**config.mk**
```make
export PLATFORM = sky130hd
export DESIGN_NAME = multicycle_adder_seq
export DESIGN_NICKNAME = d
export VERILOG_FILES = /design/src/rtl/adder_seq_pkg.sv /design/src/rtl/multicycle_adder_seq_slice.sv /design/src/rtl/multicycle_adder_seq.sv
export SDC_FILE = /design/constraint.sdc
export NUM_CORES = 1
export LEC_CHECK = 0
export ABC_AREA = 1
export CAP_MARGIN = 20
export CORE_ASPECT_RATIO = 0.75
export CORE_MARGIN = 1.5
export CORE_UTILIZATION = 52
export CTS_CLUSTER_SIZE = 20
export DETAILED_ROUTE_END_ITERATION = 6
export GPL_TIMING_DRIVEN = 0
export HOLD_SLACK_MARGIN = 0.08
export PLACE_DENSITY = 0.84
export SYNTH_ARGS = -nofsm -noshare
export SYNTH_HDL_FRONTEND = slang
export SYNTH_SLANG_ARGS = --single-unit
```
**constraint.sdc**
```tcl
create_clock -name clk -period 6.3 [get_ports clk]
set_clock_uncertainty 0.2 [all_clocks]
set_input_delay 1.575 -clock clk [delete_from_list [all_inputs] [get_ports clk]]
set_output_delay 1.575 -clock clk [all_outputs]
set_load 0.02 [all_outputs]
```
**src/rtl/adder_seq_pkg.sv**
```systemverilog
// Shared constants and FSM state encoding for the nibble-serial adder.
package adder_seq_pkg;

    localparam int unsigned SLICE_W = 4;

    typedef enum logic [1:0] {
        IDLE = 2'd0,
        RUN  = 2'd1,
        DONE = 2'd2
    } state_e;

endpackage

```
**src/rtl/multicycle_adder_seq_slice.sv**
```systemverilog
// Combinational 4-bit ripple-carry adder built from full-adder cells.
module adder_slice_4bit
    import adder_seq_pkg::*;
(
    input  logic [SLICE_W-1:0] a,
    input  logic [SLICE_W-1:0] b,
    input  logic               carry_in,
    output logic [SLICE_W-1:0] sum,
    output logic               carry_out
);

    always_comb begin
        logic c;
        sum = '0;
        c   = carry_in;
        for (int unsigned i = 0; i < SLICE_W; i++) begin
            sum[i] = a[i] ^ b[i] ^ c;
            c      = (a[i] & b[i]) | (c & (a[i] ^ b[i]));
        end
        carry_out = c;
    end

endmodule

```
**src/rtl/multicycle_adder_seq.sv**
```systemverilog
// Nibble-serial WIDTH-bit adder: one shared 4-bit slice, LSB first, valid/ready on both sides.
// Optional subtract mode (op_sub port) enabled by defining ADDER_SEQ_SUB_EN.
module multicycle_adder_seq
    import adder_seq_pkg::*;
#(
    parameter int unsigned WIDTH = 16
) (
    input  logic             clk,
    input  logic             rst,
    input  logic             in_valid,
    output logic             in_ready,
    input  logic [WIDTH-1:0] a,
    input  logic [WIDTH-1:0] b,
    input  logic             carry_in,
`ifdef ADDER_SEQ_SUB_EN
    input  logic             op_sub,
`endif
    output logic             out_valid,
    input  logic             out_ready,
    output logic [WIDTH-1:0] sum,
    output logic             carry_out,
    output logic             busy
);

    localparam int unsigned NSLICE = WIDTH / SLICE_W;
    localparam int unsigned IDX_W  = (NSLICE > 1) ? $clog2(NSLICE) : 1;
    localparam logic [IDX_W-1:0] LAST_IDX = IDX_W'(NSLICE - 1);

    if ((WIDTH % SLICE_W) != 0 || WIDTH < SLICE_W) begin : g_width_check
        $error("multicycle_adder_seq: WIDTH must be a multiple of 4 and >= 4");
    end

    state_e                           state_q, state_d;
    logic [IDX_W-1:0]                 idx_q, idx_d;
    logic                             carry_q, carry_d;
    logic                             cout_q, cout_d;
    logic                             ovalid_q, ovalid_d;
    logic [NSLICE-1:0][SLICE_W-1:0]   sum_q, sum_d;
    logic [NSLICE-1:0][SLICE_W-1:0]   a_q, b_q;
    logic [WIDTH-1:0]                 b_eff;
    logic                             cin_eff;
    logic                             load;
    logic [SLICE_W-1:0]               slice_sum;
    logic                             slice_cout;

    // Subtraction folds into addition: invert b at capture and force the carry-in.
`ifdef ADDER_SEQ_SUB_EN
    assign b_eff   = op_sub ? ~b : b;
    assign cin_eff = op_sub | carry_in;
`else
    assign b_eff   = b;
    assign cin_eff = carry_in;
`endif

    assign in_ready  = (state_q == IDLE) & ~rst;
    assign busy      = (state_q != IDLE);
    assign out_valid = ovalid_q;
    assign sum       = sum_q;
    assign carry_out = cout_q;

    adder_slice_4bit u_slice (
        .a         (a_q[idx_q]),
        .b         (b_q[idx_q]),
        .carry_in  (carry_q),
        .sum       (slice_sum),
        .carry_out (slice_cout)
    );

    always_comb begin
        state_d  = state_q;
        idx_d    = idx_q;
        carry_d  = carry_q;
        cout_d   = cout_q;
        ovalid_d = ovalid_q;
        sum_d    = sum_q;
        load     = 1'b0;
        unique case (state_q)
            IDLE: begin
                if (in_valid && in_ready) begin
                    load    = 1'b1;
                    idx_d   = '0;
                    carry_d = cin_eff;
                    state_d = RUN;
                end
            end
            RUN: begin
                sum_d[idx_q] = slice_sum;
                carry_d      = slice_cout;
                if (idx_q == LAST_IDX) begin
                    cout_d   = slice_cout;
                    ovalid_d = 1'b1;
                    state_d  = DONE;
                end else begin
                    idx_d = idx_q + 1'b1;
                end
            end
            DONE: begin
                if (ovalid_q && out_ready) begin
                    ovalid_d = 1'b0;
                    state_d  = IDLE;
                end
            end
            default: state_d = IDLE;
        endcase
    end

    always_ff @(posedge clk or posedge rst) begin
        if (rst) begin
            state_q  <= IDLE;
            idx_q    <= '0;
            carry_q  <= 1'b0;
            cout_q   <= 1'b0;
            ovalid_q <= 1'b0;
            sum_q    <= '0;
        end else begin
            state_q  <= state_d;
            idx_q    <= idx_d;
            carry_q  <= carry_d;
            cout_q   <= cout_d;
            ovalid_q <= ovalid_d;
            sum_q    <= sum_d;
        end
    end

    always_ff @(posedge clk) begin
        if (load) begin
            a_q <= a;
            b_q <= b_eff;
        end
    end

endmodule
```
## Word-level counts from Yosys, hierarchy flattened

Index checks and enable logic that the tools add are counted.

- Add/sub/neg operators: 1
- $lt $le $gt $ge: 2
- Equality and inequality tests: 7
- Mux-type cells: 21
- Bitwise logic cells: 22
- Reduce and logical (&&, ||, !) cells: 12

Operators with widths:

| kind | count |
|---|---|
| 4-bit binary-select mux with 2-bit select | 2 |
| 16-bit bitwise mux | 1 |
| 4-bit 2-to-1 mux | 3 |
| 2-bit 2-to-1 mux | 5 |
| 1-bit AND | 9 |
| 3-bit AND reduction | 3 |
| 4-bit demux with 2-bit select | 1 |
| 1-bit bitwise XOR | 8 |
| 2-bit != test, second input constant | 3 |
| 2-bit one-hot mux with 3 select lines | 1 |
| 2-bit nonzero test | 3 |
| 1-bit 2-to-1 mux | 5 |
| 2-bit == test, second input constant | 2 |
| 1-bit bitwise OR | 4 |
| 1-bit one-hot mux with 2 select lines | 2 |
| 2-bit one-hot mux with 2 select lines | 1 |
| 2-bit AND reduction | 2 |
| 1-bit logical AND | 3 |
| 2-bit by 3-bit less-than comparator with 1-bit output, second input constant | 1 |
| 2-bit by 1-bit adder with 2-bit output, second input constant | 1 |
| 2-bit by 1-bit == test with 1-bit output, second input constant | 1 |
| 2-bit by 1-bit greater-or-equal comparator with 1-bit output, second input constant | 1 |
| 2-bit logical NOT | 1 |
| 2-bit by 1-bit != test with 1-bit output, second input constant | 1 |
| 1-bit NOT | 1 |

- Register bits: 55
- Bits of input ports: 37
- Output and inout port bits: 20
- Logic and storage cells: 82

## Logic depth before layout (Yosys ltp)

Gate-level depths: netlist of the first run.

- Depth after elaboration: 12
- Mapped depth: 17
- Gate-level depth less buffers: 16

## Hierarchy

Synthesis of the first run repeated with hierarchy kept, for this count alone.

- Cell total of the unflattened synthesis: 204
- Area, all modules: 2294.7 sq um

By module, submodules not included:

| module | times used | cells each | area each (sq um) | seq. area each (sq um) |
|---|---|---|---|---|
| multicycle_adder_seq | 1 | 190 | 2177.1 | 1536.5 |
| adder_slice_4bit | 1 | 14 | 117.6 | 0.0 |

## Worst setup path after synthesis of the first run

Ideal clock, no wire load.

- Path type: input-to-output
- From: input port rst
- To: output port in_ready
- Arrival: 1.868 ns
- Required time: 4.525 ns
- Path slack: 2.657 ns
- Stages: 1
- Buffers on the path: 0
- Cell sequence: nor2_1

- Longest elaborated chain between the ends: 2

RTL lines:

| what | RTL line | text |
|---|---|---|
| from (decl) | multicycle_adder_seq.sv:9 | `input logic rst,` |
| 1-bit NOT | multicycle_adder_seq.sv:55 | `assign in_ready = (state_q == IDLE) & ~rst;` |
| 1-bit AND | multicycle_adder_seq.sv:55 |  |
| to (decl) | multicycle_adder_seq.sv:11 | `output logic in_ready,` |

No other way between the ends.

## Worst setup path after layout of the first run

Same ends and word-level chain as after synthesis.

==> impl_metrics.tcl, run 1 <==
set metrics [dict create \
    power_frac_clock 0.131 \
    fin_setup_tns_ns 0 \
    setup_viol 0 \
    drt_drc_violations_left 0 \
    clk_latency_ns 0.31 \
    routed_wl_um 4310 \
    internal-power_mw 0.816 \
    grt.overflow.total 0 \
    cts_root_buf "clkbuf_8" \
    area_delta_synth_final_pct 32.1 \
    numCtsBuffers 5 \
    row_count 20 \
    worst_pin_slew_ns 0.888 \
    fin_crit_sh 0.712 \
    grt_use_met3 0.0556 \
    synthCells 201 \
    comb_power_share 0.479 \
    die_h_um 60.4 \
    fin_nets 310 \
    cts_resized 0 \
    switching_share 0.400 \
    globalRouteMet2Util 0.331 \
    grt_pass1_vias 1553 \
    route.detailed.wl_per_inst_um 13.5 \
    top_usage_layer "met2" \
    met1_usage 0.265 \
    startpoint_type "input port" \
    p_per_area_mw_per_mm2 450 \
    htree_levels 2 \
    pre_cts_slack_ns 1.76 \
    crit_fanout 2 \
    place_area_mm2 0.00292 \
    final_cell_area_mm2 0.00302 \
    synth_cell_types 17 \
    dieArea_mm2 0.00481 \
    grt_pass1_wl_um 7070 \
    drt_iter0_drc 67 \
    groute.usage.overall 0.204 \
    fp.coreArea_mm2 0.00413 \
    max-vdd-ir-drop_v 0.000250 \
    end_kind "primary output" \
    synth_nets 246 \
    drt_pass1_iterations 4 \
    relSlewSlack 0.407 \
    hpwl_um 3230 \
    syn_area_per_cell_um2 11.4 \
    rrSetupSlack_ns 3.06 \
    crit_type "in -> out" \
    io_buffers 56 \
    rsz0062_at_grt "false" \
    p_sw_mw 0.545 \
    synth-seq-cells 55 \
    initial_core_util 0.554 \
    antenna_found_initial 0 \
    viasPerCell 4.97 \
    pwr-share-seq 0.390 \
    grt_start_max_net_pins 33 \
    yosys_warnings 0 \
    ys_seq_area_frac 0.672 \
    fin_crit_ns 4.49 \
    clkSinkCount 55 \
    drv_slew 0 \
    setup_slack_ns 1.81 \
    drv_cap 0 \
    fin_cells 320 \
    cts_hold_buffers 0 \
    clock.fmax_mhz 223 \
    num_vias 1591 \
    drive_gt1_frac 0.0755 \
    hold_path_class "reg -> reg" \
    routabilityCongestion 0.779 \
    fp.dieW_um 79.6 \
    path_clk_slew_ns 0.08 \
    cts_setup_buffers 0 \
    cts_tree "done" \
    leakagePower_nw 1.26 \
    dp_cells 312 \
    final-hold-violation-count 0 \
    final_util 0.732 \
    io-pin-count 57 \
    clock_path_buffers 2 \
    critPathArrivalTime_ns 2.71 \
    synth.cell_area_mm2 0.00229 \
    antenna_cells 0 \
    status "complete, no violations" \
    critPathRequiredTime_ns 4.53 \
    drt.antenna.violating_nets 0 \
]
registers in the layout (all words and copies together) (netlist names):
name,flops
a_q,16
b_q,16
sum,16
idx_q,2
state_q,2
carry_out,1
carry_q,1
out_valid,1
placed cells by master (no fill, tap or decap):
cell,Yosys,final
nand3_2,1,1
o21ai_1,6,6
buf_16,0,1
nor2_8,1,1
clkinv_2,0,1
buf_2,2,2
inv_1,13,13
nand2_1,54,54
nand3_1,13,13
nor2_1,16,16
nand2_2,4,4
dfrtp_1,23,23
clkdlybuf4s50_1,0,56
buf_6,1,1
ha_1,4,4
buf_4,2,2
clkinv_1,0,1
fa_1,4,4
inv_2,2,2
clkbuf_8,0,5
o21ai_0,23,23
edfxtp_1,32,32
final timing paths:
| kind | startpoint | to | depth (start not counted) |
|---|---|---|---|
| setup / recovery | rst | in_ready | 3 |
| hold / removal | sum[5]$_DFFE_PP0P_ | sum[5]$_DFFE_PP0P_ | 2 |
| setup reg to reg | idx_q[1]$_DFFE_PP0P_ | sum[7]$_DFFE_PP0P_ | 12 |
| hold reg to reg | sum[5]$_DFFE_PP0P_ | sum[5]$_DFFE_PP0P_ | 2 |
| max in group asynchronous | rst | sum[10]$_DFFE_PP0P_ | 2 |
| min in group asynchronous | rst | state_q[1]$_DFFE_PP0P_ | 2 |
power groups by stage:
stage	Clock, mW	Combinational, mW	Sequential, mW
2_1_floorplan	0	0.342	0.590
3_3_place_gp	0	0.618	0.535
3_5_place_dp	0	0.648	0.540
4_1_cts	0.183	0.653	0.532
5_1_grt	0.200	0.729	0.539
6_report	0.178	0.652	0.531
metrics by stage:
step | hold WS (ns) | total power, mW
global placement | 0.265 | 1.15
CTS | 0.298 | 1.37
floorplan | 0.317 | 0.932
finish | 0.293 | 1.36
detailed placement | 0.276 | 1.19
global route | 0.322 | 1.47
routing by layer:
metal	wire [um]	vias to the layer above	part of all wire
li1	-	792	-
met1	1940	737	0.45
met2	2040	57	0.47
met3	288	5	0.067
met4	46	0	0.011
met5	0	-	0
Yosys cell counts:
master	count	area share
nand2_1	54	0.089
o21ai_0	23	0.050
buf_2	2	0.0044
nand3_1	13	0.028
nor2_8	1	0.0088
inv_1	13	0.021
nand3_2	1	0.0044
inv_2	2	0.0033
ha_1	4	0.022
edfxtp_1	32	0.42
buf_4	2	0.0066
o21ai_1	6	0.013
dfrtp_1	23	0.25
fa_1	4	0.035
buf_6	1	0.0049
nand2_2	4	0.011
nor2_1	16	0.026
cell families (layout without fill, tap and decap cells):
group | Yosys count | after routing | share of synthesized area
AO/OA/AOI/OAI | 29 | 29 | 0.0635
adder cells (fa/ha/maj) | 8 | 8 | 0.0569
buffers and inverters | 20 | 84 | 0.0405
flip-flops | 55 | 55 | 0.672
AND/OR/NAND/NOR | 89 | 89 | 0.167
critical path: stages:
cell and delay (ns):
clkdlybuf4s50_1 0.42, nor2_1 0.11, clkdlybuf4s50_1 0.61
layout make-up:
class	count	area, um^2
sequential	55	1540
fill	304	1110
multi-input combinational	126	658
timing repair buffer	57	588
clock buffer	5	68.8
tap	55	68.8
inverter	15	56.3
buffer	5	36.3
clock inverter	2	8.76
Note: power is estimated with default switching activity, not from simulation.
==> run 2: changes to the inputs <==
--- a/config.mk
+++ b/config.mk
@@ -9,12 +9,12 @@
 export CAP_MARGIN = 20
 export CORE_ASPECT_RATIO = 0.75
 export CORE_MARGIN = 1.5
-export CORE_UTILIZATION = 52
+export CORE_UTILIZATION = 44
 export CTS_CLUSTER_SIZE = 20
 export DETAILED_ROUTE_END_ITERATION = 6
 export GPL_TIMING_DRIVEN = 0
 export HOLD_SLACK_MARGIN = 0.08
-export PLACE_DENSITY = 0.84
+export PLACE_DENSITY = 0.76
 export SYNTH_ARGS = -nofsm -noshare
 export SYNTH_HDL_FRONTEND = slang
 export SYNTH_SLANG_ARGS = --single-unit
==> constraint.sdc (replaced) <==
create_clock -name clk -period 3.6 [get_ports clk]
set_clock_uncertainty 0.2 [all_clocks]
set_input_delay 0.9 -clock clk [delete_from_list [all_inputs] [get_ports clk]]
set_output_delay 0.9 -clock clk [all_outputs]
set_load 0.02 [all_outputs]
==> impl_metrics.tcl, run 2 (same netlist as run 1, synthesis figures left out) <==
set metrics [dict create \
    path_depth 12 \
    antenna_found_initial 0 \
    die_h_um 65.4 \
    grt_pass1_wl_um 6700 \
    clkSinkCount 55 \
    end_kind "flip-flop" \
    pwr-share-seq 0.377 \
    p_total_mw 2.46 \
    setup_slack_ns 0.472 \
    antenna_cells 0 \
    dp_cells 317 \
    crit_family "adder cells" \
    crit_fanout 11 \
    cts_resized 0 \
    drt_drc_violations_left 0 \
    leakagePower_nw 1.27 \
    switching_share 0.389 \
    routabilityCongestion 0.749 \
    status "complete, no violations" \
    critPathRequiredTime_ns 3.58 \
    htree_levels 2 \
    grt_pass1_vias 1429 \
    critPathArrivalTime_ns 3.10 \
    place_area_mm2 0.00292 \
    final-hold-violation-count 0 \
    fin_cells 326 \
    fin_nets 310 \
    path_clk_slew_ns 0.09 \
    fin_crit_ns 3.13 \
    io_buffers 56 \
    clock_path_buffers 2 \
    cts_root_buf "clkbuf_8" \
    p_sw_mw 0.957 \
    setup_viol 0 \
    p_per_area_mw_per_mm2 804 \
    crit_buf_inv 5 \
    drv_cap 0 \
    fp.coreArea_mm2 0.00495 \
    fin_crit_sh 0.869 \
    grt.overflow.total 0 \
    power_frac_clock 0.159 \
    max-vdd-ir-drop_v 0.000352 \
    initial_core_util 0.462 \
    drv_slew 0 \
    row_count 22 \
    numCtsBuffers 5 \
    rrSetupSlack_ns 0.47 \
    drt_iter0_drc 54 \
    internal-power_mw 1.50 \
    final_common_cell "clkdlybuf4s50_1" \
    rr_worst_depth 12 \
    final_util 0.617 \
    whs_path_depth 2 \
    cts_setup_buffers 0 \
    final_cell_area_mm2 0.00306 \
    relSlewSlack 0.378 \
    startpoint_type "flip-flop" \
    fp.dieW_um 86.3 \
    cts_tree "done" \
    critPathMaxStageDelay_ns 0.63 \
    path_cells "inv_1 > buf_4 > o21ai_0 > o21ai_0 > fa_1 > inv_1 > fa_1 > inv_1 > fa_1 > inv_1 > fa_1 > o21ai_0" \
    cts_hold_buffers 0 \
    routed_wl_um 4190 \
    groute.usage.overall 0.155 \
    pre_cts_slack_ns -0.290 \
    area_delta_synth_final_pct 33.7 \
    hold_path_class "reg -> reg" \
    grt_start_max_net_pins 33 \
    clock.fmax_mhz 320 \
    hpwl_um 3090 \
    viasPerCell 4.86 \
    drt.antenna.violating_nets 0 \
    num_vias 1584 \
    dieArea_mm2 0.00564 \
    drive_gt1_frac 0.0789 \
    io-pin-count 57 \
    worst_pin_slew_ns 0.932 \
    rsz0062_at_grt "false" \
    clk_latency_ns 0.30 \
    layout_common_cells "clkdlybuf4s50_1, nand2_1, edfxtp_1" \
    worst_path_max_delay_cell "fa_1" \
    route.detailed.wl_per_inst_um 12.9 \
    crit_type "reg -> reg" \
    drt_pass1_iterations 4 \
    comb_power_share 0.465 \
]
==> run 2: layout make-up <==
type,count,area (um^2)
fillers,398,1900
flip-flops and latches,55,1540
multi-input cells,126,658
repair buffers,57,588
well taps,60,75.1
clock buffers,5,68.8
inverters,15,56.3
clock inverters,3,38.8
plain buffers,5,36.3
==> run 2: path summary, 6_finish.rpt <==
check / from / to
hold / removal: sum[6]$_DFFE_PP0P_ / sum[6]$_DFFE_PP0P_
setup / recovery: idx_q[1]$_DFFE_PP0P_ / sum[11]$_DFFE_PP0P_
max in group asynchronous: rst / sum[5]$_DFFE_PP0P_
hold reg to reg: sum[6]$_DFFE_PP0P_ / sum[6]$_DFFE_PP0P_
setup reg to reg: idx_q[1]$_DFFE_PP0P_ / sum[11]$_DFFE_PP0P_
min in group asynchronous: rst / sum[12]$_DFFE_PP0P_
==> run 2: per-stage QoR <==
stage	TNS (ns)	hold slack, ns
floorplan	0	0.317
global placement	-6.12	0.269
detailed placement	-9.22	0.278
CTS	0	0.302
global route	0	0.323
finish	0	0.297
==> run 2: per-layer routing <==
metal | up-vias | GRT usage | part of all wire
met2 | 56 | 0.233 | 0.43
met4 | 0 | 0.0403 | 0.010
met5 | - | 0 | 0
met3 | 4 | 0.0465 | 0.056
met1 | 729 | 0.222 | 0.51
li1 | 795 | - | -
==> run 2: tightest hold or removal path: cells and delay by family, from the launching register on <==
kind	cells	cell delay, ns
AO/OA/AOI/OAI	1	0.06
flip-flops	1	0.35
AND/OR/NAND/NOR	1	0.05
==> run 2: power by group through the flow <==
stage / Clock [mW] / Combinational, mW / Sequential [mW]
final: 0.391 / 1.14 / 0.926
after floorplan: 0 / 0.598 / 1.03
after CTS: 0.403 / 1.14 / 0.930
after detailed placement: 0 / 1.14 / 0.943
after global routing: 0.428 / 1.29 / 0.942
after global placement: 0 / 1.11 / 0.936
==> run 3: changes to the inputs <==
--- a/config.mk
+++ b/config.mk
@@ -6,7 +6,6 @@
 export NUM_CORES = 1
 export LEC_CHECK = 0
 export ABC_AREA = 1
-export CAP_MARGIN = 20
 export CORE_ASPECT_RATIO = 0.75
 export CORE_MARGIN = 1.5
 export CORE_UTILIZATION = 44
@@ -18,3 +17,4 @@
 export SYNTH_ARGS = -nofsm -noshare
 export SYNTH_HDL_FRONTEND = slang
 export SYNTH_SLANG_ARGS = --single-unit
+export TNS_END_PERCENT = 10
==> impl_metrics.tcl, run 3 (same netlist as run 1, synthesis figures left out) <==
set metrics [dict create \
    layout_common_cells "clkdlybuf4s50_1, nand2_1, edfxtp_1" \
    rsz0062_at_grt "false" \
    hpwl_um 3090 \
    p_per_area_mw_per_mm2 806 \
    drt_drc_violations_left 0 \
    fp.dieW_um 86.3 \
    routed_wl_um 4130 \
    dp_cells 317 \
    io-pin-count 57 \
    clkSinkCount 55 \
    place_area_mm2 0.00292 \
    grt_pass1_wl_um 6700 \
    whs_ns 0.297 \
    setup_slack_ns 0.453 \
    area_delta_synth_final_pct 32.7 \
    crit_family "buffers and inverters" \
    crit_type "in -> reg" \
    drt_iter0_drc 58 \
    antenna_found_initial 0 \
    drv_cap 0 \
    drt_pass1_iterations 4 \
    fin_nets 309 \
    num_vias 1572 \
    route.detailed.wl_per_inst_um 12.7 \
    startpoint_type "input port" \
    critPathArrivalTime_ns 2.89 \
    die_h_um 65.4 \
    pre_cts_slack_ns -0.290 \
    fin_crit_ns 3.15 \
    drt.antenna.violating_nets 0 \
    clk_latency_ns 0.30 \
    worst_path_max_delay_cell "inv_1" \
    clock_path_buffers 2 \
    grt_start_max_net_pins 33 \
    final_common_cell "clkdlybuf4s50_1" \
    final_cell_area_mm2 0.00303 \
    relSlewSlack 0.388 \
    fp.coreArea_mm2 0.00495 \
    dieArea_mm2 0.00564 \
    fin_cells 325 \
    clock.fmax_mhz 318 \
    final-hold-violation-count 0 \
    htree_levels 2 \
    max-vdd-ir-drop_v 0.000354 \
    cts_hold_buffers 0 \
    critPathRequiredTime_ns 3.34 \
    status "complete, no violations" \
    drive_gt1_frac 0.0792 \
    grt_pass1_vias 1429 \
    path_clk_slew_ns 0.09 \
    cts_root_buf "clkbuf_8" \
    cts_tree "done" \
    viasPerCell 4.84 \
    row_count 22 \
    crit_fanout 32 \
    routabilityCongestion 0.749 \
    worst_pin_slew_ns 0.918 \
    hold_path_class "reg -> reg" \
    initial_core_util 0.462 \
    leakagePower_nw 1.25 \
    fin_crit_sh 0.874 \
    numCtsBuffers 5 \
    crit_buf_inv 3 \
    setup_viol 0 \
    drv_slew 0 \
    io_buffers 56 \
    path_cells "clkdlybuf4s50_1 > inv_1 > nand3_2 > clkinvlp_4" \
    p_total_mw 2.45 \
    antenna_cells 0 \
    critPathMaxStageDelay_ns 0.67 \
    grt.overflow.total 0 \
    end_kind "flip-flop" \
    groute.usage.overall 0.155 \
]
run 3: power by group:
part	leakage, nW	internal [mW]	switching, mW
sequential	0.580	0.835	0.0919
clock	0.0517	0.203	0.188
combinational	0.620	0.456	0.672
run 3: metal layers:
| metal | track usage | vias up | routed length, um |
|---|---|---|---|
| met5 | 0 | - | 0 |
| met4 | 0.0403 | 0 | 42 |
| met3 | 0.0465 | 4 | 277 |
| met2 | 0.233 | 61 | 1800 |
| met1 | 0.222 | 714 | 2020 |
| li1 | - | 793 | - |
run 3: timing repair:
item	in CTS	in global routing
resized for setup	0	1
setup buffers	0	0
hold endpoints to repair	0	0
endpoints found under the setup margin	0	32
run 3: final timing paths:
kind	startpoint	to	slack (ns)	cells past startpoint
max reg2reg	idx_q[1]$_DFFE_PP0P_	sum[11]$_DFFE_PP0P_	0.48	12
max	rst	a_q[12]$_DFFE_PP_	0.45	4
min in group asynchronous	rst	sum[12]$_DFFE_PP0P_	0.93	2
min	sum[2]$_DFFE_PP0P_	sum[2]$_DFFE_PP0P_	0.30	2
min reg2reg	sum[2]$_DFFE_PP0P_	sum[2]$_DFFE_PP0P_	0.30	2
max in group asynchronous	rst	sum[10]$_DFFE_PP0P_	1.71	2
run 3: final cells by class:
cell class	instances	area [um^2]
well taps	60	75.1
plain buffers	5	36.3
repair buffers	56	561
clock buffers	5	68.8
fillers	403	1920
inverters	15	60.1
multi-input cells	126	658
clock inverters	3	38.8
flip-flops and latches	55	1540
run 3: worst register-to-register path, delay by kind of cell (launching register included):
family | cells | cell delay, ns
AO/OA/AOI/OAI | 3 | 0.44
flip-flops | 1 | 0.49
buffers and inverters | 5 | 0.53
adder cells (fa/ha/maj) | 4 | 1.35
run 3: metrics by stage:
step,utilization,setup TNS [ns]
6_report,0.612,0
3_5_place_dp,0.590,-9.22
3_3_place_gp,0.590,-6.12
2_1_floorplan,-,0
4_1_cts,0.612,0
5_1_grt,0.612,0
